===== config.mk =====
export PLATFORM = sky130hd
export DESIGN_NAME = rcv_slicer_mer
export DESIGN_NICKNAME = d
export VERILOG_FILES = /design/src/rtl/rcv_pkg.sv /design/src/rtl/rcv_mer_acc.sv /design/src/rtl/rcv_slicer_mer.sv
export SDC_FILE = /design/constraint.sdc
export NUM_CORES = 1
export LEC_CHECK = 0
export BUFFER_PORTS_ARGS = -buffer_cell sky130_fd_sc_hd__clkbuf_2
export CORE_MARGIN = 8
export CORE_UTILIZATION = 60
export CTS_CLUSTER_SIZE = 20
export DETAILED_ROUTE_END_ITERATION = 16
export PLACE_DENSITY = 0.84
export SLEW_MARGIN = 5
export SYNTH_ARGS = -nofsm -noshare
export SYNTH_HDL_FRONTEND = slang
export SYNTH_SLANG_ARGS = --single-unit

===== constraint.sdc =====
create_clock -name clk -period 8.62 [get_ports clk]
set_input_delay 0.862 -clock clk [delete_from_list [all_inputs] [get_ports clk]]
set_output_delay 0.862 -clock clk [all_outputs]
set_load 0.1 [all_outputs]

===== src/rtl/rcv_pkg.sv =====
// Shared receive-path definitions for the RRC slicer / MER block.
// Holds the Gray-coded 4-ASK symbol encodings, default ideal levels and
// decision threshold (all 1s17), and the sample / error / square widths.
package rcv_pkg;

  localparam int SAMP_W = 18;
  localparam int ERR_W  = 19;
  localparam int SQ_W   = 2 * ERR_W;

  localparam logic [1:0] SYM_M3 = 2'b00;
  localparam logic [1:0] SYM_M1 = 2'b01;
  localparam logic [1:0] SYM_P1 = 2'b11;
  localparam logic [1:0] SYM_P3 = 2'b10;

  localparam logic signed [SAMP_W-1:0] LVL_LO_DEF = 18'sd16384;
  localparam logic signed [SAMP_W-1:0] LVL_HI_DEF = 18'sd49152;
  localparam logic signed [SAMP_W-1:0] THRESH_DEF = 18'sd32768;

endpackage


===== src/rtl/rcv_mer_acc.sv =====
// Error-power accumulator for the MER measurement.
// Squares each slicer error, sums the squares over 2^LOG2_N symbols and
// publishes the total on err_pwr with a one-cycle pwr_valid pulse.
// Ports:
//   clk, reset   clock, synchronous active-high reset
//   err          signed 2s17 slicer error (ERR_W bits)
//   err_valid    err carries a new symbol this cycle
//   clear_acc    drop the running measurement and restart it
//   err_pwr      unsigned sum of err^2 (4s34 LSB-aligned), held between updates
//   pwr_valid    one-cycle pulse when err_pwr is updated
module rcv_mer_acc
  import rcv_pkg::*;
#(
  parameter int LOG2_N = 10,
  parameter int ACC_W  = 48
) (
  input  logic             clk,
  input  logic             reset,
  input  logic [ERR_W-1:0] err,
  input  logic             err_valid,
  input  logic             clear_acc,
  output logic [ACC_W-1:0] err_pwr,
  output logic             pwr_valid
);

  logic signed [ERR_W-1:0] err_p1;
  logic signed [SQ_W-1:0]  sq_full_p1;
  logic [SQ_W-1:0]         sq_p2;
  logic                    vld_p2;
  logic [ACC_W-1:0]        acc;
  logic [ACC_W-1:0]        acc_sum;
  logic [LOG2_N-1:0]       sym_cnt;

  assign err_p1     = $signed(err);
  // Both operands are sign-extended to SQ_W before the multiply, so the
  // product is exact and always non-negative.
  assign sq_full_p1 = err_p1 * err_p1;

  // ---- stage p1 -> p2: register the square ----
  always_ff @(posedge clk) begin
    sq_p2 <= sq_full_p1;
  end

  always_ff @(posedge clk) begin
    if (reset) vld_p2 <= 1'b0;
    else       vld_p2 <= err_valid;
  end

  // ---- stage p2 -> p3: accumulate, count symbols, publish ----
  assign acc_sum = acc + ACC_W'(sq_p2);

  always_ff @(posedge clk) begin
    if (reset) begin
      acc       <= '0;
      sym_cnt   <= '0;
      err_pwr   <= '0;
      pwr_valid <= 1'b0;
    end else begin
      pwr_valid <= 1'b0;
      if (clear_acc) begin
        // Clear beats a same-cycle square, including the completing one.
        acc     <= '0;
        sym_cnt <= '0;
      end else if (vld_p2) begin
        if (sym_cnt == '1) begin
          err_pwr   <= acc_sum;
          pwr_valid <= 1'b1;
          acc       <= '0;
          sym_cnt   <= '0;
        end else begin
          acc     <= acc_sum;
          sym_cnt <= sym_cnt + 1'b1;
        end
      end
    end
  end

endmodule


===== src/rtl/rcv_slicer_mer.sv =====
// Symbol slicer and MER measurement behind the 21-tap receive RRC filter.
// Takes one sample per symbol at a programmable phase, slices it to a
// Gray-coded 4-ASK symbol, outputs the slicer error and accumulates the
// error power over 2^LOG2_N symbols.
// Ports:
//   clk, reset   clock, synchronous active-high reset
//   y_in         signed 1s17 filter output sample
//   sample_en    y_in valid this cycle
//   phase        sample index within the symbol used for the decision
//   clear_acc    abort the current error-power measurement
//   sym_out      sliced Gray symbol, held between decisions
//   sym_valid    one-cycle pulse, sym_out/err_out updated
//   err_out      signed 2s17 slicer error (y - ideal level)
//   err_pwr      sum of err^2 over the last completed measurement
//   pwr_valid    one-cycle pulse, err_pwr updated
module rcv_slicer_mer
  import rcv_pkg::*;
#(
  parameter int                      SPS    = 4,
  parameter int                      CNT_W  = 2,
  parameter logic signed [SAMP_W-1:0] LVL_LO = LVL_LO_DEF,
  parameter logic signed [SAMP_W-1:0] LVL_HI = LVL_HI_DEF,
  parameter logic signed [SAMP_W-1:0] THRESH = THRESH_DEF,
  parameter int                      LOG2_N = 10,
  parameter int                      ACC_W  = 48
) (
  input  logic              clk,
  input  logic              reset,
  input  logic [SAMP_W-1:0] y_in,
  input  logic              sample_en,
  input  logic [CNT_W-1:0]  phase,
  input  logic              clear_acc,
  output logic [1:0]        sym_out,
  output logic              sym_valid,
  output logic [ERR_W-1:0]  err_out,
  output logic [ACC_W-1:0]  err_pwr,
  output logic              pwr_valid
);

  function automatic logic [1:0] slice_sym(input logic signed [SAMP_W-1:0] y);
    if (y >= THRESH)             return SYM_P3;
    else if (y >= 18'sd0)        return SYM_P1;
    else if (y >= -THRESH)       return SYM_M1;
    else                         return SYM_M3;
  endfunction

  function automatic logic signed [SAMP_W-1:0] slice_lvl(input logic signed [SAMP_W-1:0] y);
    if (y >= THRESH)             return LVL_HI;
    else if (y >= 18'sd0)        return LVL_LO;
    else if (y >= -THRESH)       return -LVL_LO;
    else                         return -LVL_HI;
  endfunction

  logic [CNT_W-1:0]         cnt;
  logic                     strobe_p0;
  logic signed [SAMP_W-1:0] y_p0;
  logic signed [SAMP_W-1:0] lvl_p0;
  logic signed [ERR_W-1:0]  err_p0;

  // Compare uses the pre-increment count; a phase change simply moves the
  // compare point, so one symbol may be skipped or repeated.
  assign strobe_p0 = sample_en && (cnt == phase);
  assign y_p0      = $signed(y_in);
  assign lvl_p0    = slice_lvl(y_p0);
  // One guard bit makes the subtraction overflow-free.
  assign err_p0    = $signed({y_p0[SAMP_W-1], y_p0}) - $signed({lvl_p0[SAMP_W-1], lvl_p0});

  // ---- stage p0 -> p1: decision register ----
  always_ff @(posedge clk) begin
    if (reset) begin
      cnt       <= '0;
      sym_out   <= '0;
      err_out   <= '0;
      sym_valid <= 1'b0;
    end else begin
      if (sample_en) begin
        if (cnt == CNT_W'(SPS - 1)) cnt <= '0;
        else                        cnt <= cnt + 1'b1;
      end
      sym_valid <= strobe_p0;
      if (strobe_p0) begin
        sym_out <= slice_sym(y_p0);
        err_out <= err_p0;
      end
    end
  end

  rcv_mer_acc #(
    .LOG2_N (LOG2_N),
    .ACC_W  (ACC_W)
  ) u_mer_acc (
    .clk       (clk),
    .reset     (reset),
    .err       (err_out),
    .err_valid (sym_valid),
    .clear_acc (clear_acc),
    .err_pwr   (err_pwr),
    .pwr_valid (pwr_valid)
  );

endmodule


==> run metrics <==
Slew Viols, Final 0; Worst-path clk slew 0.08 ns; Final Hold Vio Count 0; Setup crit end kind register; static leakage 0.01112 µW; Hold Path Class reg2reg; Async SR Flop Fraction 0%; status completed; RR Startpoint err_out[1]; Routed Antenna Nets 0; Max Root-Sink Buffers 2; Mapped Area between 20,000 and 25,000 µm²; Starting Density 60.63%; Distinct cells, synth 78; RSZ-0062 raised after global routing false; DR WL/cell 18.32 µm; Worst Hold End u_mer_acc.err_pwr[15]; fraction of layout cells with a size suffix above 1 under 10%; Initial DRC Count 1,197; first-pass iteration count of the detailed router 5; row count 67; R2R Setup Slk 1.01 ns; largest net degree at the start of global routing 70; # diodes 0; Die W 199.8 µm; Peak VDD IR 0.1365 mV; post-CTS setup repair buffer count 0; r2r endpoint u_mer_acc.sq_p2[36]; Main synth FF type dfxtp_1; # hold bufs at CTS 0; MaxCap Viol Count 0; PostCTS Resize Cnt 0; cell count after synthesis 2,249; Least-Margin Pin Slew 1.197 ns; worst setup path start err_out[1]; fin util 64.59%; syn avg cell area 9.017 µm²; slew margin rel. 20.18%; first-pass GRT wire length between 80 and 90 mm; sequential share of the synthesized area 16.68%; number of global-route vias before repair 16,840; Via Count 15,720; FF+latch count, synth 169; Critical Path Fanout Max 19; clk_lat worst skew 0.45 ns; # setup viols final 0; Port Buf Inserts 94; DIE HEIGHT 199.8 µm; Core ar. 33,450 µm²; Power Density 108.5 nW/µm²; die area 39,940 µm²; Total GRT Usage 25.91%; Reg2Reg Depth 23; final WL 50.21 mm; Final Cycle Share 88.24%; GRT overflow 0; Period minus WS final between 7 and 8 ns; hold path depth 2; Worst EP arrival 7.94 ns; num ports 95; YS warnings 0; initial antenna violation count 0; Nets 2,808; Syn Nets between 2,000 and 3,000; # fillers approximately 2,700; clk sinks roughly 170; Fmax achieved 131.5 MHz; vias per cell 5.735; crit path kind reg2reg; gpl congestion slightly above 0.9; Setup crit start kind register; CTS buffer count 17; setup_tns 0 ns; Layout Skew 0.02256 ns; Post-synth EDFFs 0; drt drc 0; Worst Path Required 8.95 ns; area delta synth->final 6.528%; H-tree depth 4; hpwl dp between 30 and 40 mm; CTS tree built; hold path start u_mer_acc.err_pwr[15]; Root Buffer clkbuf_16
worst max-delay path by stage:
stage,end,slack [ns],cells after the start
after global placement,u_mer_acc.sq_p2[25],1.49,21
final,u_mer_acc.sq_p2[36],1.01,23
after global routing,u_mer_acc.sq_p2[36],0.77,23
after CTS,u_mer_acc.sq_p2[36],1.16,23
after detailed placement,u_mer_acc.sq_p2[36],1.24,23
after floorplan,u_mer_acc.sq_p2[36],1.10,25
routing by layer:
layer | part of all wire, % | GRT usage [%] | vias up
met3 | 5.7 | 3.688 | 174
met5 | 0 | 0 | -
met1 | 39 | 30.82 | 7792
met2 | 51 | 45.90 | 573
li1 | - | - | 7180
met4 | 4.7 | 12.26 | 0
state kept, by name, indices dropped and copies added, names as in the netlist:
register             cells
u_mer_acc.sq_p2         37
err_out                 19
u_mer_acc.sym_cnt       10
u_mer_acc.err_pwr       48
cnt                      2
u_mer_acc.pwr_valid      1
sym_valid                1
sym_out                  2
u_mer_acc.vld_p2         1
u_mer_acc.acc           48
logic make-up after synthesis:
logic type	count (synthesis)	synth area share, %
buffers and inverters	528	9.927
xor gates and xnor gates	99	4.276
and+or+nand+nor	587	13.35
muxes	14	0.6972
AOI/OAI and AO/OA	348	11.53
DFF	169	16.68
adders and majority gates	504	43.53
metrics by stage:
step | setup slack, ns | hold slack [ns] | power (µW) | area [µm²] | std cells
floorplan | 1.097 | 0.3847 | 1401 | 20280 | 2249
global placement | 1.488 | 0.4428 | 1549 | 21040 | 2709
detailed placement | 1.239 | 0.4491 | 1575 | 21040 | 2709
CTS | 1.161 | 0.4584 | 2348 | 21600 | 2741
global route | 0.7742 | 0.4868 | 2463 | 21600 | 2741
finish | 1.013 | 0.4544 | 2343 | 21600 | 2741
where the power goes:
group | internal, µW | switching [µW]
clock | 404 | 369
sequential | 829 | 47.1
combinational | 250 | 445
layout make-up:
cell class / count / area [µm²] / share of cell area, %
multi-input cells: 1552 / 14890 / 68.92
clock inverters: 15 / 140.1 / 0.6487
well taps: 448 / 560.5 / 2.595
repair buffers: 110 / 590.6 / 2.734
clock buffers: 17 / 425.4 / 1.969
flip-flops and latches: 169 / 3383 / 15.66
inverters: 430 / 1614 / 7.471
synthesized netlist by cell type, drive strengths merged, types with 24 or more instances:
cell type	count	area, µm²
a21o	41	309.1
a21oi	106	538.0
a22oi	24	180.2
and2	55	344.1
clkbuf	89	335.3
dfxtp	169	3383
fa	336	6726
ha	168	2102
inv	429	1610
nand2	259	972.2
nand3	27	135.1
nor2	117	441.7
o21ai	55	297.8
xnor2	67	586.8
xor2	32	280.3
layout by cell type, fill, tap and decap left out, drive strengths merged, types with 18 or more instances in the layout:
cell type and n:
xor2 32, clkbuf 111, nor2 117, nand2 259, fa 336, and3 21
inv 434, xnor2 67, and2 55, nand2b 18, ha 168, a22oi 24
dfxtp 169, o21ai 55, a21oi 106, a21o 41, nand3 27
worst max-delay path: stages (launching register included):
cell and delay (ns):
dfxtp_1 0.83, inv_1 0.28, nor2_1 0.32, fa_1 0.51, fa_1 0.53, inv_1 0.05
fa_1 0.50, inv_1 0.05, fa_1 0.50, inv_1 0.05, fa_1 0.60, inv_1 0.07
fa_1 0.44, ha_1 0.30, ha_1 0.35, o21ai_0 0.12, a22oi_1 0.27, nand4_1 0.20
a311oi_1 0.60, o211ai_1 0.26, nand2_1 0.16, a211o_1 0.20, a311oi_1 0.13, xnor2_1 0.15
(Power assumes the default switching activity.)
